$ cat src/rtl/multdiv_seq.sv
// multdiv_seq: sequential signed multiplier/divider that sits beside the ALU.
// Multiply uses radix-4 Booth recoding, one recoded digit pair per cycle.
// Divide runs non-restoring division on operand magnitudes, followed by a
// sign fix-up. A one-cycle data_resultRDY pulse marks completion.
// Optional feature macro: MULTDIV_REMAINDER_EN adds the data_remainder port
// (signed remainder for divide, high product word for multiply).
module multdiv_seq #(
  parameter int WIDTH = 32
) (
  input  logic             clock,
  input  logic             reset,
  input  logic             ctrl_MULT,
  input  logic             ctrl_DIV,
  input  logic [WIDTH-1:0] data_operandA,
  input  logic [WIDTH-1:0] data_operandB,
  output logic [WIDTH-1:0] data_result,
  output logic             data_exception,
  output logic             data_resultRDY
`ifdef MULTDIV_REMAINDER_EN
  ,
  output logic [WIDTH-1:0] data_remainder
`endif
);

  localparam int CW = $clog2(WIDTH + 1);
  localparam logic [CW-1:0] MULT_LAST = CW'(WIDTH / 2);
  localparam logic [CW-1:0] DIV_LAST  = CW'(WIDTH);
  localparam logic [WIDTH-1:0] MOST_NEG = {1'b1, {(WIDTH-1){1'b0}}};
  localparam logic [WIDTH-1:0] ALL_ONES = {WIDTH{1'b1}};

  typedef enum logic [1:0] {
    IDLE,
    MULT,
    DIV,
    DONE
  } state_t;

  state_t state;
  state_t state_next;

  // Shared datapath registers:
  //   acc   - Booth partial product high part / division partial remainder
  //   lo    - multiplier bits shifting out (and product low bits shifting in)
  //           or dividend bits shifting out (and quotient bits shifting in)
  //   mcand - sign-extended multiplicand B, or zero-extended |B| for divide
  logic [CW-1:0]    count;
  logic [WIDTH+1:0] acc;
  logic [WIDTH-1:0] lo;
  logic             q_m1;
  logic [WIDTH+1:0] mcand;
  logic [WIDTH-1:0] op_a;
  logic [WIDTH-1:0] op_b;

  logic             start;
  logic             mult_last;
  logic             div_last;

  logic [2:0]       booth_sel;
  logic [WIDTH+1:0] booth_addend;
  logic [WIDTH+1:0] booth_sum;
  logic [WIDTH+1:0] div_shift;
  logic [WIDTH+1:0] div_sum;

  logic             mult_ovf;
  logic             quot_neg;
  logic             div_zero;
  logic             div_ovf;
  logic [WIDTH-1:0] div_quot;
`ifdef MULTDIV_REMAINDER_EN
  logic [WIDTH-1:0] rem_mag;
  logic [WIDTH-1:0] div_rem;
`endif

  // Two's complement magnitude; the most-negative value maps to 2^(WIDTH-1)
  // as an unsigned number, which is exactly what the divider needs.
  function automatic logic [WIDTH-1:0] magnitude(input logic [WIDTH-1:0] v);
    return v[WIDTH-1] ? -v : v;
  endfunction

  assign start     = ctrl_MULT | ctrl_DIV;
  assign mult_last = (state == MULT) && (count == MULT_LAST);
  assign div_last  = (state == DIV) && (count == DIV_LAST);

  // State register; reset discards any operation in flight.
  always_ff @(posedge clock or posedge reset) begin
    if (reset) begin
      state <= IDLE;
    end else begin
      state <= state_next;
    end
  end

  // Next-state and ready pulse; a start pulse restarts from any state, multiply first.
  always_comb begin
    state_next     = state;
    data_resultRDY = 1'b0;
    if (ctrl_MULT) begin
      state_next = MULT;
    end else if (ctrl_DIV) begin
      state_next = DIV;
    end else begin
      case (state)
        IDLE: state_next = IDLE;
        MULT: if (count == MULT_LAST) state_next = DONE;
        DIV:  if (count == DIV_LAST) state_next = DONE;
        DONE: state_next = IDLE;
        default: state_next = IDLE;
      endcase
    end
    if (state == DONE) begin
      data_resultRDY = 1'b1;
    end
  end

  // Booth digit selection from two multiplier bits plus the previously shifted-out bit.
  always_comb begin
    booth_sel    = {lo[1:0], q_m1};
    booth_addend = '0;
    case (booth_sel)
      3'b001, 3'b010: booth_addend = mcand;
      3'b011:         booth_addend = mcand << 1;
      3'b100:         booth_addend = -(mcand << 1);
      3'b101, 3'b110: booth_addend = -mcand;
      default:        booth_addend = '0;
    endcase
    booth_sum = acc + booth_addend;
  end

  // Non-restoring step: shift the next dividend bit into the remainder, then
  // subtract the divisor if the remainder is non-negative, otherwise add it.
  always_comb begin
    div_shift = {acc[WIDTH:0], lo[WIDTH-1]};
    div_sum   = acc[WIDTH+1] ? (div_shift + mcand) : (div_shift - mcand);
  end

  // Final result shaping: overflow check, special divide cases and sign fix-up.
  always_comb begin
    mult_ovf = !((&{acc[WIDTH-1:0], lo[WIDTH-1]}) || (~|{acc[WIDTH-1:0], lo[WIDTH-1]}));
    quot_neg = op_a[WIDTH-1] ^ op_b[WIDTH-1];
    div_zero = (op_b == '0);
    div_ovf  = (op_a == MOST_NEG) && (op_b == ALL_ONES);
    div_quot = quot_neg ? -lo : lo;
`ifdef MULTDIV_REMAINDER_EN
    rem_mag  = acc[WIDTH-1:0] + (acc[WIDTH+1] ? mcand[WIDTH-1:0] : '0);
    div_rem  = op_a[WIDTH-1] ? -rem_mag : rem_mag;
`endif
  end

  // Operand latching on start, then one Booth or division step per cycle until the count limit.
  always_ff @(posedge clock or posedge reset) begin
    if (reset) begin
      count <= '0;
      acc   <= '0;
      lo    <= '0;
      q_m1  <= 1'b0;
      mcand <= '0;
      op_a  <= '0;
      op_b  <= '0;
    end else if (ctrl_MULT) begin
      count <= '0;
      acc   <= '0;
      lo    <= data_operandA;
      q_m1  <= 1'b0;
      mcand <= {{2{data_operandB[WIDTH-1]}}, data_operandB};
      op_a  <= data_operandA;
      op_b  <= data_operandB;
    end else if (ctrl_DIV) begin
      count <= '0;
      acc   <= '0;
      lo    <= magnitude(data_operandA);
      q_m1  <= 1'b0;
      mcand <= {2'b00, magnitude(data_operandB)};
      op_a  <= data_operandA;
      op_b  <= data_operandB;
    end else if ((state == MULT) && (count != MULT_LAST)) begin
      acc   <= {{2{booth_sum[WIDTH+1]}}, booth_sum[WIDTH+1:2]};
      lo    <= {booth_sum[1:0], lo[WIDTH-1:2]};
      q_m1  <= lo[1];
      count <= count + CW'(1);
    end else if ((state == DIV) && (count != DIV_LAST)) begin
      acc   <= div_sum;
      lo    <= {lo[WIDTH-2:0], ~div_sum[WIDTH+1]};
      count <= count + CW'(1);
    end
  end

  // Result registers load on the edge entering DONE and hold until the next completion.
  always_ff @(posedge clock or posedge reset) begin
    if (reset) begin
      data_result    <= '0;
      data_exception <= 1'b0;
`ifdef MULTDIV_REMAINDER_EN
      data_remainder <= '0;
`endif
    end else if (!start) begin
      if (mult_last) begin
        data_result    <= lo;
        data_exception <= mult_ovf;
`ifdef MULTDIV_REMAINDER_EN
        data_remainder <= acc[WIDTH-1:0];
`endif
      end else if (div_last) begin
        if (div_zero) begin
          data_result    <= '0;
          data_exception <= 1'b1;
`ifdef MULTDIV_REMAINDER_EN
          data_remainder <= op_a;
`endif
        end else if (div_ovf) begin
          data_result    <= MOST_NEG;
          data_exception <= 1'b1;
`ifdef MULTDIV_REMAINDER_EN
          data_remainder <= '0;
`endif
        end else begin
          data_result    <= div_quot;
          data_exception <= 1'b0;
`ifdef MULTDIV_REMAINDER_EN
          data_remainder <= div_rem;
`endif
        end
      end
    end
  end

endmodule
$ cat config.mk
export PLATFORM = sky130hd
export DESIGN_NAME = multdiv_seq
export DESIGN_NICKNAME = d
export VERILOG_FILES = /design/src/rtl/multdiv_seq.sv
export SDC_FILE = /design/constraint.sdc
export NUM_CORES = 1
export LEC_CHECK = 0
export ABC_AREA = 0
export BUFFER_PORTS_ARGS = -buffer_cell sky130_fd_sc_hd__buf_2
export CORE_MARGIN = 8
export CORE_UTILIZATION = 55
export DETAILED_ROUTE_END_ITERATION = 16
export PLACE_DENSITY = 0.73
export RECOVER_POWER = 100
export SYNTH_ARGS = -nofsm -noshare
export SYNTH_HDL_FRONTEND = slang
export SYNTH_SLANG_ARGS = --single-unit
$ cat constraint.sdc
create_clock -name clock -period 14.4 [get_ports clock]
set_input_delay 0 -clock clock [delete_from_list [all_inputs] [get_ports clock]]
set_output_delay 0 -clock clock [all_outputs]
set_load 0.03 [all_outputs]
======== Yosys cells after proc, flatten, opt, wreduce, memory -nomap -nowiden ========
Cells that the tools add are included.
Widths: inputs -> output; s select.
word-level totals
  bits in registers ....................... 206
  latch bits .............................. 0
  RAM bits ................................ 0
  memory bits (read-only) ................. 0
  input port bits ......................... 68
  logic and storage cells ................. 101
  memories kept ........................... 0
cells by class
  add/subtract/negate cells ............... 9
  multipliers ............................. 0
  div/mod/pow operators ................... 0
  order comparisons ....................... 0
  eq/ne operators ......................... 17
  shifts and indexed selects .............. 0
  mux-type cells .......................... 40
  bitwise logic cells ..................... 4
  reduce and logical (&&, ||, !) cells .... 21
operator list
  kind                  count
  $mux 32               15
  $mux 34               7
  $pmux 34 s4           1
  $neg 32->32           3
  $add 34x34->34        2
  $neg 34->34           2
  $eq 32x32->1 const B  2
  $sub 34x34->34        1
  $reduce_and 33->1     1
  $reduce_or 33->1      1
  $logic_not 32->1      1
  $mux 6                4
  $eq 3x3->1 const B    3
  $mux 1                8
  $mux 2                4
  $ne 4x3->1 const B    2
  $add 6x1->6 const B   1
  $eq 3x2->1 const B    2
  $eq 6x5->1 const B    1
  $eq 6x6->1 const B    1
  $ne 6x5->1 const B    1
  $ne 6x6->1 const B    1
  $pmux 2 s3            1
  $reduce_or 2->1       3
  14 further kinds      23

======== Logic depth before layout (Yosys ltp) ========
Gate-level depths: netlist of run 1.
  word-level depth ........................ 7
  depth in mapped cells ................... 22
  mapped depth without buffers ............ 20

======== Worst setup path after synthesis of run 1 ========
No wires, ideal clock.
  path type ............................... reg-to-reg
  start point ............................. register mcand[2]
  end point ............................... register acc[24]
  library setup time ...................... 0.134 ns
  arrival time ............................ 4.669 ns
  slack ................................... 9.597 ns
  stages on the path, launching flop included .. 21
  buffers on the path ..................... 1
  cell sequence ........................... dfrtp_1 clkbuf_1 or3_1 nor3_2 nand4b_1 or3_1 a21oi_1 a21oi_1 o32a_1 o221ai_1 ha_1 a211oi_1 o21ai_0 a21oi_1 o21ai_0 o41ai_1 o21ai_0 a21o_1 a21oi_1 xor2_1 o21ai_0
on the way
  cells in the longest elaborated chain, start to end .. 6
ends and longest elaborated chain
  what                                       RTL line  text
  start: declaration                         50        logic [WIDTH+1:0] mcand;
  start signal: assignment                   164       mcand <= {{2{data_operandB[WIDTH-1]}}, data_operandB};
  start signal: assignment                   172       mcand <= {2'b00, magnitude(data_operandB)};
  $neg 34->34, or another cell as far along  123       3'b101, 3'b110: booth_addend = -mcand;
  $pmux 34 s4 or $mux 34 (tied branches)     119, 133
  $add 34x34->34 or $mux 34 (tied branches)  126, 180
  $mux 34 *                                  175       end else if ((state == MULT) && (count != MULT_LAST)) begin
  $mux 34 *                                  167       end else if (ctrl_DIV) begin
  $mux 34 *                                  159       end else if (ctrl_MULT) begin
  end signal: assignment                     176       acc <= {{2{booth_sum[WIDTH+1]}}, booth_sum[WIDTH+1:2]};
  end signal: assignment                     181       acc <= div_sum;
  end: declaration                           47        logic [WIDTH+1:0] acc;
Mark *: on every way between the ends. The rest lies on a longest branch, timed or not. The select of a mux whose other input is x is not followed.
A chain may end at the register's enable or synchronous reset.

==> results of run 1 <==
-- logic make-up after synthesis --
group | Yosys count
compound gates | 662
xor+xnor | 154
fa+ha+maj | 77
buf+inv | 204
flops | 204
mux | 7
simple gates | 917
-- report_power, final --
group          total [mW]  switching [mW]  internal, mW
clock network       0.636           0.252         0.384
logic               0.864           0.528         0.336
registers           0.719          0.0937         0.626
-- cell usage in the layout, fill, tap and decap left out, types with 19 or more instances in the layout --
cell | Yosys | routed
nor4_1 | 49 | 49
nand2_1 | 421 | 421
ha_1 | 75 | 75
clkbuf_1 | 122 | 45
a22oi_1 | 23 | 23
nand3_1 | 45 | 45
a21o_1 | 25 | 25
nand4_1 | 30 | 30
o211ai_1 | 30 | 30
o21ai_0 | 211 | 211
a31oi_1 | 33 | 33
dlygate4sd3_1 | 0 | 66
nor2b_1 | 19 | 19
nor2_1 | 181 | 180
or4_1 | 21 | 21
inv_1 | 52 | 52
xnor2_1 | 81 | 81
buf_2 | 1 | 67
clkbuf_16 | 0 | 25
a21oi_1 | 184 | 183
nor3_1 | 68 | 68
xor2_1 | 73 | 73
dfrtp_1 | 204 | 204
-- state kept, by name, summed over array words and instances (netlist names) --
register / flops
acc: 34
mcand: 33
data_result: 32
lo: 32
op_a: 32
op_b: 31
count: 6
state: 2
data_exception: 1
q_m1: 1
-- routing by layer --
metal,share of wire [%],vias up
li1,-,8089
met3,11,109
met5,0,-
met1,45,7960
met2,42,888
met4,2.7,0
-- worst paths after layout --
check	start	end	slack, ps	cells past startpoint
min	data_operandA[31]	lo[31]$_DFFE_PP0P_	120	3
max reg2reg	lo[0]$_DFFE_PP0P_	acc[24]$_DFFE_PP0P_	8180	16
min in group asynchronous	reset	acc[23]$_DFFE_PP0P_	1850	3
max	reset	op_a[28]$_DFFE_PP0P_	6900	4
max in group clock	ctrl_MULT	op_a[17]$_DFFE_PP0P_	7800	5
min reg2reg	op_a[4]$_DFFE_PP0P_	op_a[4]$_DFFE_PP0P_	460	2
-- metrics by stage --
stage	instance area (µm²)	hold WS, ps
after CTS	18600	62.3
after detailed placement	17100	258
final	18500	121
after global placement	17100	258
after floorplan	16600	105
after global routing	18500	137
-- repair_timing --
| item | CTS | global route |
|---|---|---|
| setup endpoints to repair | 0 | 0 |
| hold buffers | 66 | 0 |
| hold endpoints to repair | 253 | 0 |
-- cell type report --
class,count,area (µm²)
fill,2726,11100
multi-input combinational,1817,10600
sequential,204,5100
timing repair buffer,186,1230
clock buffer,33,716
tap,390,488
inverter,53,200
clock inverter,11,116
-- worst register-to-register path, cell delays in order, from the launching register on --
cell and delay, ps:
dfrtp_1 320, clkbuf_1 940, nor2_1 510, nand2_1 930, a21oi_1 240, a21o_1 270
fa_1 460, a211oi_1 210, o21ai_0 210, nand4_1 190, a21oi_1 130, o41ai_1 690
o21ai_0 310, a21o_1 240, a21oi_1 170, xor2_1 160, o21ai_0 80
-- cell usage after synthesis, types with 4 or more instances --
library cell | n | area share (%)
clkbuf_1 | 122 | 2.8
a21oi_1 | 184 | 5.5
or4_1 | 21 | 0.95
or2_2 | 16 | 0.60
o311ai_0 | 4 | 0.21
a311oi_1 | 8 | 0.42
clkbuf_8 | 5 | 0.41
buf_6 | 4 | 0.27
inv_1 | 52 | 1.2
a21boi_0 | 4 | 0.18
buf_1 | 15 | 0.34
nor3_1 | 68 | 2.1
o22ai_1 | 18 | 0.68
a211oi_1 | 18 | 0.81
o31ai_1 | 13 | 0.59
a22oi_1 | 23 | 1.0
nor4_1 | 49 | 1.8
o41ai_1 | 9 | 0.48
nor2_1 | 181 | 4.1
dfrtp_1 | 204 | 31
and3_1 | 10 | 0.38
nand2_1 | 421 | 9.5
o31a_1 | 9 | 0.48
ha_1 | 75 | 5.7
o21a_1 | 12 | 0.54
a21o_1 | 25 | 1.1
xnor2_1 | 81 | 4.3
a22o_1 | 4 | 0.21
o21ai_0 | 211 | 6.4
o211ai_1 | 30 | 1.4
nor2b_1 | 19 | 0.72
or3_1 | 17 | 0.64
xor2_1 | 73 | 3.9
nand3_1 | 45 | 1.4
o21bai_1 | 7 | 0.32
o221ai_1 | 9 | 0.48
and2_1 | 6 | 0.23
a31o_2 | 4 | 0.21
a221oi_1 | 10 | 0.53
nand2b_1 | 17 | 0.64
o22a_1 | 4 | 0.21
a31oi_1 | 33 | 1.2
nand4_1 | 30 | 1.1
mux2i_1 | 6 | 0.36
==> results.tsv, run 1 <==
stage	metric	value	unit
status	status	finished, violations left	
status	violations	max-capacitance violations, max-slew violations	
global_route	grt_max_degree	128	
cts	clkSinkCount	204	
worst_setup_path	cp.buffers_inverters	4	
floorplanning	dieArea	0.0360	mm²
routing	first_iter_violations	1767	
floorplanning	pin_count	102	
global_route	grt.busiest_layer	met1	
power	pwr_density_cell	120	mW/mm²
worst_setup_path	critPathLaunchType	primary input	
timing	final.setup_skew	12.2	ps
synth	synth_seq_area_share	30.8	%
synth	synth_area_per_cell	7.46	µm²
global_route	grt_first_pass_wirelength	86000	µm
cts	post-cts-setup-buffers	0	
routing	via_per_inst	6.33	
synth	ys_types	82	
global_route	track_usage	29.1	%
placement	dpl.hpwl	38500	µm
worst_setup_path	slowest_delay	3210	ps
global_route	grt_overflow	0	
synth	synth_mux_area_share	0.430	%
timing	worstMarginPinSlew	5820	ps
synth	synth-edff-count	0	
synth	synth_compound_area_share	24.5	%
cts	clockBufferDepth	3	
global_route	use_met3	6.54	%
routing	firstDrtPassIters	5	
job	maxCapViolCount	9	
placement	portBuffers	101	
synth	ys_async_sr_fraction	100	%
timing	rsz0062_at_grt	false	
synth	syn_area	0.0166	mm²
cts	numCtsBuffers	24	
global_route	grt_pass1_vias	15834	
routing	routedWlPerCell	20.1	µm
synth	synth_xor_area_share	8.13	%
synth	synth-seq-cells	204	
worst_setup_path	crit_type	in2async	
synth	netlist_instances	2225	
cts	cts_resized	0	
global_route	grtUsageMet1	42.6	%
worst_setup_path	path_cells	dlygate4sd3_1 > buf_2 > clkinvlp_2 > clkbuf_1	
worst_setup_path	required	14050	ps
hold_path	hp-class	in2reg	
routing	num_vias	17046	
worst_setup_path	crit_path_end_kind	async pin	
floorplanning	start_util	56.0	%
final_layout	num-nets-final	2431	
placement	dp_cells	2584	
floorplanning	die_y	190	µm
final_layout	areaGrowthSynthToFinish	11.5	%
timing	finalSetupTns	0	ps
timing	fmax	133	MHz
power	ir_worst_vdd	0.110	mV
global_route	grt_use_met2	42.6	%
final_layout	drive_gt1_share	6.60	%
timing	worst_slack	6900	ps
cts	insertion_delay	530	ps
routing	drc_errors	0	
power	power.total	2.22	mW
synth	synth_top_family_by_area	simple AND/OR/NAND/NOR gates	
cts	clkTransAtPathRegs	60	ps
synth	yosys.area_share.adder	5.90	%
worst_setup_path	crit_fanout	127	
cts	cts_root_buf	clkbuf_16	
timing	period_needed	7500	ps
synth	synth_ff_type	dfrtp_1	
final_layout	num_antenna_cells	0	
cts	h-tree-depth	1	
final_layout	final_core_util	62.4	%
timing	finalSetupViolCount	0	
routing	antenna_left	0	
power	p_leak	7.90	nW
cts	cts_tree	done	
placement	pre_cts_slack	8780	ps
floorplanning	die_w	190	µm
synth	ys_warn_count	0	
synth	synth-simple-area-share	25.1	%
timing	hold_viol_final	0	
timing	finalCritPeriodShare	52.1	%
global_route	antenna_found_initial	0	
routing	totalWireLength	54000	µm
synth	synth_nets	2370	
final_layout	final_cells	2694	
timing	maxSlewViolCount	589	
floorplanning	core	0.0296	mm²
timing	relSlewSlack	-290	%
worst_setup_path	cp.arrival	7150	ps
worst_setup_path	crit_slowest_cell	clkinvlp_2	
floorplanning	rows	63	
worst_setup_path	path_delay_family	buffers and inverters	
placement	gp_congestion	0.973	
Power figures use the tool's default switching activity.
==> run 2, diff against run 1 <==
Clock period 14.4 ns to 7.2 ns, I/O delays scaled along.
==> results.tsv, run 2 (same netlist as run 1, synthesis figures left out) <==
stage	metric	value	unit	change
status	status	finished, violations left		unchanged
status	violations	max-capacitance violations, max-slew violations		unchanged
final_layout	regMostFlops	acc		unchanged
floorplanning	rows	63		unchanged
timing	final.setup_skew	21.2	ps	was 12.2 ps
cts	insertion_delay	550	ps	was 530 ps
timing	finalCritPeriodShare	88.8	%	
global_route	grt_use_met2	42.4	%	was 42.6%
global_route	grt_overflow	0		unchanged
final_layout	multi_input_area	0.0106	mm²	about the same
cts	cts_tree	done		unchanged
timing	worstMarginPinSlew	4370	ps	was 5820 ps
routing	drc_errors	0		unchanged
global_route	grt_first_pass_wirelength	86000	µm	about the same
timing	fmax	156	MHz	
power	power.total	4.55	mW	was 2.22 mW
timing	finalSetupTns	0	ps	unchanged
job	maxCapViolCount	8		was 9
routing	totalWireLength	54200	µm	was 54000 µm
timing	relSlewSlack	-191	%	was -290%
final_layout	num-nets-final	2439		was 2431
floorplanning	pin_count	102		unchanged
cts	numCtsBuffers	25		was 24
final_layout	design_area	0.0186	mm²	was 0.0185 mm²
routing	antenna_left	0		unchanged
final_layout	seq_area	0.00510	mm²	unchanged
floorplanning	dieArea	0.0360	mm²	unchanged
placement	dpl.hpwl	38900	µm	was 38500 µm
final_layout	largest_register_ffs	34		unchanged
final_layout	reg_top3	acc (34), mcand (33)		unchanged
timing	rsz0062_at_grt	false		unchanged
cts	clockBufferDepth	3		unchanged
worst_setup_path	startpoint	lo[0]$_DFFE_PP0P_		was reset
power	p_leak	7.96	nW	was 7.90 nW
global_route	grtUsageMet1	43.7	%	was 42.6%
placement	portBuffers	101		unchanged
floorplanning	die_w	190	µm	unchanged
placement	place_area	0.0171	mm²	about the same
cts	post-cts-setup-buffers	0		unchanged
timing	hold_viol_final	0		unchanged
worst_setup_path	r2r_cells	18		was 16
final_layout	final_common_cell	nand2_1		unchanged
global_route	grt_max_degree	109		was 128
worst_setup_path	endpoint	acc[24]$_DFFE_PP0P_		was op_a[28]$_DFFE_PP0P_
hold_path	hp-class	in2reg		unchanged
final_layout	mostFrequentLayoutCells	421 x nand2_1, 212 x o21ai_0, 204 x dfrtp_1		was 421 x nand2_1, 211 x o21ai_0, 204 x dfrtp_1
worst_setup_path	r2r_slack	810	ps	was 8180 ps
worst_setup_path	crit_path_end_kind	flip-flop		was async pin
timing	timing.hold.ws	75.2	ps	was 121 ps
worst_setup_path	critPathLaunchType	flip-flop		was primary input
worst_setup_path	cp.arrival	6790	ps	was 7150 ps
placement	pre_cts_slack	1570	ps	was 8780 ps
floorplanning	start_util	56.0	%	unchanged
floorplanning	die_y	190	µm	unchanged
timing	finalSetupViolCount	0		unchanged
cts	clkTransAtPathRegs	60	ps	about the same
cts	clkSinkCount	204		unchanged
timing	maxSlewViolCount	506		was 589
worst_setup_path	required	7600	ps	was 14050 ps
global_route	use_met3	5.35	%	was 6.54%
routing	via_per_inst	6.39		was 6.33
worst_setup_path	r2r-end	acc[24]$_DFFE_PP0P_		unchanged
worst_setup_path	crit_fanout	31		was 127
power	pwr_density_cell	244	mW/mm²	was 120 mW/mm²
cts	h-tree-depth	1		unchanged
floorplanning	core	0.0296	mm²	unchanged
final_layout	nFillCells	2662		was 2726
final_layout	drive_gt1_share	6.66	%	was 6.60%
global_route	antenna_found_initial	1		was 0
global_route	grt.busiest_layer	met1		unchanged
final_layout	areaGrowthSynthToFinish	12.3	%	was 11.5%
routing	routedWlPerCell	20.1	µm	about the same
worst_setup_path	crit_type	reg2reg		was in2async
global_route	grt_pass1_vias	15778		was 15834
placement	gp_congestion	0.969		was 0.973
routing	firstDrtPassIters	5		unchanged
timing	worst_slack	809	ps	was 6900 ps
timing	period_needed	6390	ps	
power	ir_worst_vdd	0.185	mV	was 0.110 mV
global_route	track_usage	29.1	%	about the same
worst_setup_path	reg2reg_from	lo[0]$_DFFE_PP0P_		unchanged
routing	first_iter_violations	2055		was 1767
cts	cts_root_buf	clkbuf_16		unchanged
routing	num_vias	17279		was 17046
## run 2: changes by cell type in the layout (fill, tap and decap cells not counted), moves of 2 or more
cell / change
clkinv_2: -4
buf_4: +3
clkbuf_1: +3
clkinvlp_4: +3
dlygate4sd3_1: +3
buf_2: -2
bufinv_16: +2
clkbuf_8: +2
clkinv_4: -2
## run 2: timing repair
| action | 4_1_cts | 5_1_grt |
|---|---|---|
| hold buffers | 69 | 0 |
| resized for setup | 0 | 0 |
| endpoints found under the hold margin | 211 | 0 |
## run 2: layout make-up
| class | count | share of cell area [%] |
|---|---|---|
| Inverter | 53 | 1.07 |
| Clock inverter | 10 | 0.927 |
| Clock buffer | 35 | 3.99 |
| Antenna cell | 1 | 0.0134 |
| Timing Repair Buffer | 193 | 6.90 |
| Sequential cell | 204 | 27.4 |
| Multi-Input combinational cell | 1817 | 57.1 |
| Tap cell | 390 | 2.62 |
## run 2: per-stage QoR
step	cells	util, %
2_1_floorplan	2225	-
3_3_place_gp	2588	57.8
3_5_place_dp	2588	57.8
4_1_cts	2702	63.2
5_1_grt	2703	62.9
6_report	2703	62.9
## run 2: worst min path at each step
stage | start | to | cells past startpoint
after global routing | data_operandA[31] | lo[31]$_DFFE_PP0P_ | 3
after global placement | reset | acc[23]$_DFFE_PP0P_ | 2
after floorplan | data_operandB[13] | op_b[13]$_DFFE_PP0P_ | 2
final | data_operandA[31] | lo[31]$_DFFE_PP0P_ | 3
after CTS | data_operandA[31] | lo[31]$_DFFE_PP0P_ | 3
after detailed placement | reset | acc[23]$_DFFE_PP0P_ | 2
## run 2: layer usage
layer	vias to the layer above	wire length, µm
met5	-	0
met4	0	1400
met3	117	6070
met2	1008	22800
met1	8057	24000
li1	8097	-
## run 2: critical path: stages, from the launching register on
cell      delay (ps)
dfrtp_1          690
clkbuf_1         620
nor2_1           110
buf_4            220
nand2_1           70
clkbuf_1        1070
a21oi_1          210
a21o_1           280
fa_1             460
a211oi_1         220
o21ai_0          190
nand4_1          190
a21oi_1          140
o41ai_1          750
o21ai_0          320
a21o_1           240
a21oi_1          180
xor2_1           160
o21ai_0           80
## run 2: power breakdown
group / total, mW / switching, mW / internal [mW]
registers: 1.45 / 0.202 / 1.25
logic: 1.71 / 1.03 / 0.672
clock network: 1.39 / 0.529 / 0.864
